--- src/rtl/io_pkg.sv ---
// Shared I/O-space constants for the single-cycle computer's memory-mapped ports.
package io_pkg;

  // Address bits that select an I/O register.
  localparam int IO_SEL_MSB = 7;
  localparam int IO_SEL_LSB = 2;
  localparam int IO_SEL_W   = IO_SEL_MSB - IO_SEL_LSB + 1;

  // Default word indices of the input bank.
  localparam logic [IO_SEL_W-1:0] IO_IN_BASE_IDX   = 6'b110000;
  localparam logic [IO_SEL_W-1:0] IO_IN_STATUS_IDX = 6'b111111;

  // Width of a debounce counter that must count 0..cycles-1; at least 1 bit.
  function automatic int io_cnt_width(input int cycles);
    int w;
    w = $clog2(cycles);
    return (w < 1) ? 1 : w;
  endfunction

endpackage

--- src/rtl/io_input_chan.sv ---
// One input channel: 2-FF synchroniser, optional debounce filter, accepted
// value register and a sticky change flag (set beats clear).
module io_input_chan
  import io_pkg::*;
#(
  parameter int W               = 32,
  parameter int DEBOUNCE_CYCLES = 0
) (
  input  logic         io_clk,
  input  logic         resetn,
  input  logic [W-1:0] in_bits,
  input  logic         flag_clr,
  output logic [W-1:0] val,
  output logic         flag
);

  logic [W-1:0] s1_reg;
  logic [W-1:0] s2_reg;
  logic [W-1:0] val_reg;
  logic         flag_reg;
  logic         accept;
  logic [W-1:0] accept_val;

  // Two-stage synchroniser for the asynchronous pins.
  always_ff @(posedge io_clk or negedge resetn) begin
    if (!resetn) begin
      s1_reg <= '0;
      s2_reg <= '0;
    end else begin
      s1_reg <= in_bits;
      s2_reg <= s1_reg;
    end
  end

  generate
    if (DEBOUNCE_CYCLES == 0) begin : g_nofilt
      // Without a filter every synchronised change is accepted immediately.
      assign accept     = (s2_reg != val_reg);
      assign accept_val = s2_reg;
    end else begin : g_filt
      localparam int CNT_W = io_cnt_width(DEBOUNCE_CYCLES);
      localparam logic [CNT_W-1:0] CNT_LAST = CNT_W'(DEBOUNCE_CYCLES - 1);

      logic [W-1:0]     cand_reg;
      logic [CNT_W-1:0] cnt_reg;

      // Track the candidate value and count how long it has been stable.
      always_ff @(posedge io_clk or negedge resetn) begin
        if (!resetn) begin
          cand_reg <= '0;
          cnt_reg  <= '0;
        end else if (s2_reg != cand_reg) begin
          cand_reg <= s2_reg;
          cnt_reg  <= '0;
        end else if (cand_reg != val_reg) begin
          if (cnt_reg == CNT_LAST) begin
            cnt_reg <= '0;
          end else begin
            cnt_reg <= cnt_reg + 1'b1;
          end
        end else begin
          cnt_reg <= '0;
        end
      end

      // Candidate differs from val and has survived the full stable window.
      assign accept     = (s2_reg == cand_reg) && (cand_reg != val_reg) && (cnt_reg == CNT_LAST);
      assign accept_val = cand_reg;
    end
  endgenerate

  // Accepted value and sticky change flag; a new change wins over a clear.
  always_ff @(posedge io_clk or negedge resetn) begin
    if (!resetn) begin
      val_reg  <= '0;
      flag_reg <= 1'b0;
    end else begin
      if (accept) begin
        val_reg <= accept_val;
      end
      if (accept) begin
        flag_reg <= 1'b1;
      end else if (flag_clr) begin
        flag_reg <= 1'b0;
      end
    end
  end

  assign val  = val_reg;
  assign flag = flag_reg;

endmodule

--- src/rtl/io_input_bank.sv ---
// Memory-mapped bank of N_CH input channels with a read-to-clear change
// status word and a level interrupt.
module io_input_bank
  import io_pkg::*;
#(
  parameter int                  N_CH            = 2,
  parameter int                  W               = 32,
  parameter logic [IO_SEL_W-1:0] BASE_IDX        = IO_IN_BASE_IDX,
  parameter logic [IO_SEL_W-1:0] STATUS_IDX      = IO_IN_STATUS_IDX,
  parameter int                  DEBOUNCE_CYCLES = 0
) (
  input  logic              io_clk,
  input  logic              resetn,
  input  logic [31:0]       addr,
  input  logic              rd_en,
  input  logic [N_CH*W-1:0] in_port,
  output logic [31:0]       io_read_data,
  output logic              irq
);

  logic [IO_SEL_W-1:0] sel;
  logic [N_CH-1:0]     flag;
  logic [N_CH-1:0]     ch_hit;
  logic [31:0]         ch_word [N_CH];
  logic                status_hit;
  logic                flag_clr;
  logic                addr_unused;

  assign sel         = addr[IO_SEL_MSB:IO_SEL_LSB];
  assign addr_unused = ^{addr[31:IO_SEL_MSB+1], addr[IO_SEL_LSB-1:0]};

  // Status word is cleared only by an actual read strobe to its index.
  assign status_hit = (sel == STATUS_IDX);
  assign flag_clr   = rd_en & status_hit;

  for (genvar gi = 0; gi < N_CH; gi++) begin : g_ch
    localparam logic [IO_SEL_W-1:0] CH_IDX = IO_SEL_W'(BASE_IDX + gi);

    logic [W-1:0] val;

    io_input_chan #(
      .W               (W),
      .DEBOUNCE_CYCLES (DEBOUNCE_CYCLES)
    ) u_chan (
      .io_clk   (io_clk),
      .resetn   (resetn),
      .in_bits  (in_port[gi*W +: W]),
      .flag_clr (flag_clr),
      .val      (val),
      .flag     (flag[gi])
    );

    assign ch_hit[gi]  = (sel == CH_IDX);
    assign ch_word[gi] = 32'(val);
  end

  // Read mux: a channel value, the status word, or zero for unmapped indices.
  always_comb begin
    io_read_data = 32'h0;
    if (status_hit) begin
      io_read_data = 32'(flag);
    end
    for (int i = 0; i < N_CH; i++) begin
      if (ch_hit[i]) begin
        io_read_data = ch_word[i];
      end
    end
  end

  // Interrupt is a plain OR of registered flags, so it never glitches on pins.
  assign irq = |flag;

endmodule

--- config.mk ---
export PLATFORM = sky130hd
export DESIGN_NAME = io_input_bank
export DESIGN_NICKNAME = d
export VERILOG_FILES = /design/src/rtl/io_pkg.sv /design/src/rtl/io_input_chan.sv /design/src/rtl/io_input_bank.sv
export SDC_FILE = /design/constraint.sdc
export NUM_CORES = 1
export LEC_CHECK = 0
export BUFFER_PORTS_ARGS = -buffer_cell sky130_fd_sc_hd__buf_2
export CAP_MARGIN = 20
export CORE_MARGIN = 4
export CORE_UTILIZATION = 30
export CTS_CLUSTER_SIZE = 28
export DETAILED_ROUTE_END_ITERATION = 12
export GPL_TIMING_DRIVEN = 0
export PLACE_DENSITY = 0.54
export SETUP_SLACK_MARGIN = 0.15
export SLEW_MARGIN = 5
export SYNTH_ARGS = -nofsm -noshare
export SYNTH_HDL_FRONTEND = slang
export SYNTH_HIERARCHICAL = 1
export SYNTH_SLANG_ARGS = --single-unit
--- constraint.sdc ---
create_clock -name io_clk -period 1.3 [get_ports io_clk]
set_input_delay 0.39 -clock io_clk [delete_from_list [all_inputs] [get_ports io_clk]]
set_output_delay 0.39 -clock io_clk [all_outputs]
set_load 0.01 [all_outputs]
==> flow_summary.yaml <==
sta:
  rsz0062_at_grt: "true"
  fin_crit_sh: 1.33
  postLayoutSetupSlackWorst_ns: -0.431
  max_slew_margin: 0.516
  hold_violations: 17
  finalSetupViolations: 35
  maxSlewViolCount: 0
  hold-worst-slack_ns: -0.0282
  finalClockSkew_ns: 0.00640
  clock.fmax_ghz: 0.578
  period_minus_slack_ns: 1.73
  max_slew.worst_pin.slew_ns: 0.726
floorplanning:
  chipWidth_um: 154
  core_area_um2: 21000
  io_pins: 132
  die_area_um2: 23700
  rows: 53
  die_y_um: 154
  initial_core_util: 0.304
worst_setup_path:
  end_kind: "output port"
  critPathBufInv: 3
  cp_cell_sequence: "buf_8, nor3_4, nand2_4, buf_12, nor2_2, buf_2"
  worstSetupPathType: "input port to output port"
  path_delay_family: "simple AND/OR/NAND/NOR gates"
  critPathMaxFanout: 10
  crit_slowest_cell: "nor3_4"
  reg2reg_from: "g_ch[1].u_chan/val[18]"
  reg2reg_to: "g_ch[1].u_chan/flag"
  arrival_ns: 1.34
  r2r_setup_slack_ns: -0.08
  worst_ep_required_time_ns: 0.91
  reg2reg_depth: 4
  slowest_delay_ns: 0.24
  cp-endpoint: "io_read_data[6]"
  start_kind: "input port"
  worstSetupStartpoint: "addr[5]"
  critical_path_depth: 6
placement:
  dp.cells: 809
  placed_area_um2: 7410
  gp_congestion: 0.740
  portBuffers: 104
  place_hpwl_um: 8800
synthesis:
  synth_seq_area_share: 0.759
  synthCells: 429
  ys_ff_latch: 194
  synth_area_per_cell_um2: 14.9
  synth_compound_area_frac: 0.00665
  synth_nets: 528
  synthAdderAreaFrac: 0
  synth_top_area_share: 0.759
  synth_top_family_by_area: "XOR/XNOR gates"
  synth-simple-area-share: 0.0509
  synthXorXnorAreaFrac: 0.0877
  synth_top_area_cell: "dfrtp_1"
  post_synth_instance_area_um2: 6390
  synth.mux.area_fraction: 0.0470
  yosysUniqueCellTypes: 23
  synth.area.top_cells: "dfrtp_1, xnor2_1, mux2i_1"
  ys_warn_count: 6
power:
  ir_worst_vdd_mv: 0.787
  powerDensity_nw_per_um2: 1550
  p_leak_uw: 0.00372
  power_uw: 12800
clock_network:
  cts.clk_slew.worst_paths_ns: 0.07
  cts-root-buf: "clkbuf_16"
  htreeDepth: 4
  clock_sinks: 194
  cts_tree: "done"
  clockBufferDepth: 2
  clk-insertion-delay-late_ns: 0.42
  cts-buffers-inserted: 17
final_layout:
  antennaDiodeCount: 0
  nNetsFinal: 659
  area_delta_synth_final_pct: 29.7
  final_area_um2: 8300
  fin_util: 0.395
  final_layout_size_suffix_gt1_frac: 0.349
  final_cells: 846
route:
  via_count: 3359
  drtIter0Drc: 73
  detail-route-antenna-nets: 0
  avgRoutedWirePerCell_um: 15.1
  dr.pass1.iters: 4
  drcViolationCount: 0
  drt_wl_total_um: 12800
  avgViaCountPerCell: 3.97
hold_path:
  hp-class: "input port to asynchronous set/reset pin"
outcome:
  violations: "negative hold slack, negative setup slack"
  status: "finished with violations"
global_routing:
  grt_pass1_vias: 3899
  overflow: 0
  grt_max_degree: 101
  grt_first_pass_wirelength_um: 20700
  antenna_found_initial: 0
  track_usage: 0.116
job:
  drv_cap: 0
## cells by family after synthesis
| logic type | count (synthesis) |
|---|---|
| xor+xnor | 64 |
| flops | 194 |
| mux | 30 |
| compound gates | 6 |
| buf+inv | 73 |
| simple gates | 62 |
## metal layers
layer | routed length (um) | global-route usage
met3 | 548 | 0.0321
met4 | 165 | 0.0429
met1 | 6060 | 0.160
met2 | 6000 | 0.175
met5 | 0 | 0
## Yosys cell counts
cell	number
buf_6	3
o21ai_0	2
nand2_4	1
nand3_1	4
mux2i_1	30
buf_4	4
nor3_1	2
inv_1	2
nor4_1	4
and4_2	1
and2_2	1
nor3_4	1
clkbuf_1	64
dfrtp_1	194
and3_1	1
xnor2_1	58
a2bb2oi_1	2
nand2b_1	2
nor2_1	30
or2_2	1
xor2_1	6
nand4_1	14
o211ai_1	2
## placed cells by master, fill, tap and decap left out, drive strengths merged, types with 2 or more instances in the layout
master   netlist  final
nand2b         2      2
o21ai          2      2
dfrtp        194    194
xnor2         58     58
o211ai         2      2
mux2i         30     30
bufinv         0      4
nor3           3      3
nand4         14     14
inv            2      6
nand3          4      4
clkbuf        64     84
xor2           6      6
buf            7    119
a2bb2oi        2      2
nor2          30     30
nor4           4      4
## stage by stage
step           TNS (ns)  hold slack (ns)  setup slack [ns]
2_1_floorplan     -3.30           0.0944            -0.108
3_3_place_gp    -620.18            0.335             -3.14
3_5_place_dp     -25.25            0.335            -0.490
4_1_cts          -13.02        0.0000339            -0.427
5_1_grt          -14.60           0.0247            -0.470
6_report         -12.62          -0.0282            -0.431
## layout make-up
cell class              count  area, um2
plain buffers              71        333
multi-input cells         162       1460
clock buffers              20        457
inverters                   2       7.51
repair buffers            112        669
well taps                 275        344
flip-flops and latches    194       4850
fillers                  1960      12700
clock inverters            10        171
## worst min path at each step
stage / cells after the start / end / slack, ns
after CTS: 1 / g_ch[1].u_chan/s1_reg[4] / 0.00003
after global placement: 0 / g_ch[1].u_chan/accept_val[17] / 0.33
after global routing: 1 / g_ch[1].u_chan/s1_reg[4] / 0.02
after floorplan: 0 / g_ch[0].u_chan/accept_val[0] / 0.09
final: 1 / g_ch[1].u_chan/s1_reg[4] / -0.03
after detailed placement: 0 / g_ch[0].u_chan/accept_val[12] / 0.33
## power by group
| group | internal [uW] | switching [uW] | total, uW |
|---|---|---|---|
| registers | 6340 | 172 | 6510 |
| clock network | 3340 | 2230 | 5560 |
| logic | 368 | 376 | 744 |
| total | 10000 | 2780 | 12800 |
## repair_timing
item                                    in CTS  in global routing
pin swaps                                   17                 10
endpoints found under the setup margin      35                 35
setup buffers                                5                  2
gates resized for setup                     24                 14
hold buffers                                 0                  0
Note: power is estimated with default switching activity, not from simulation.
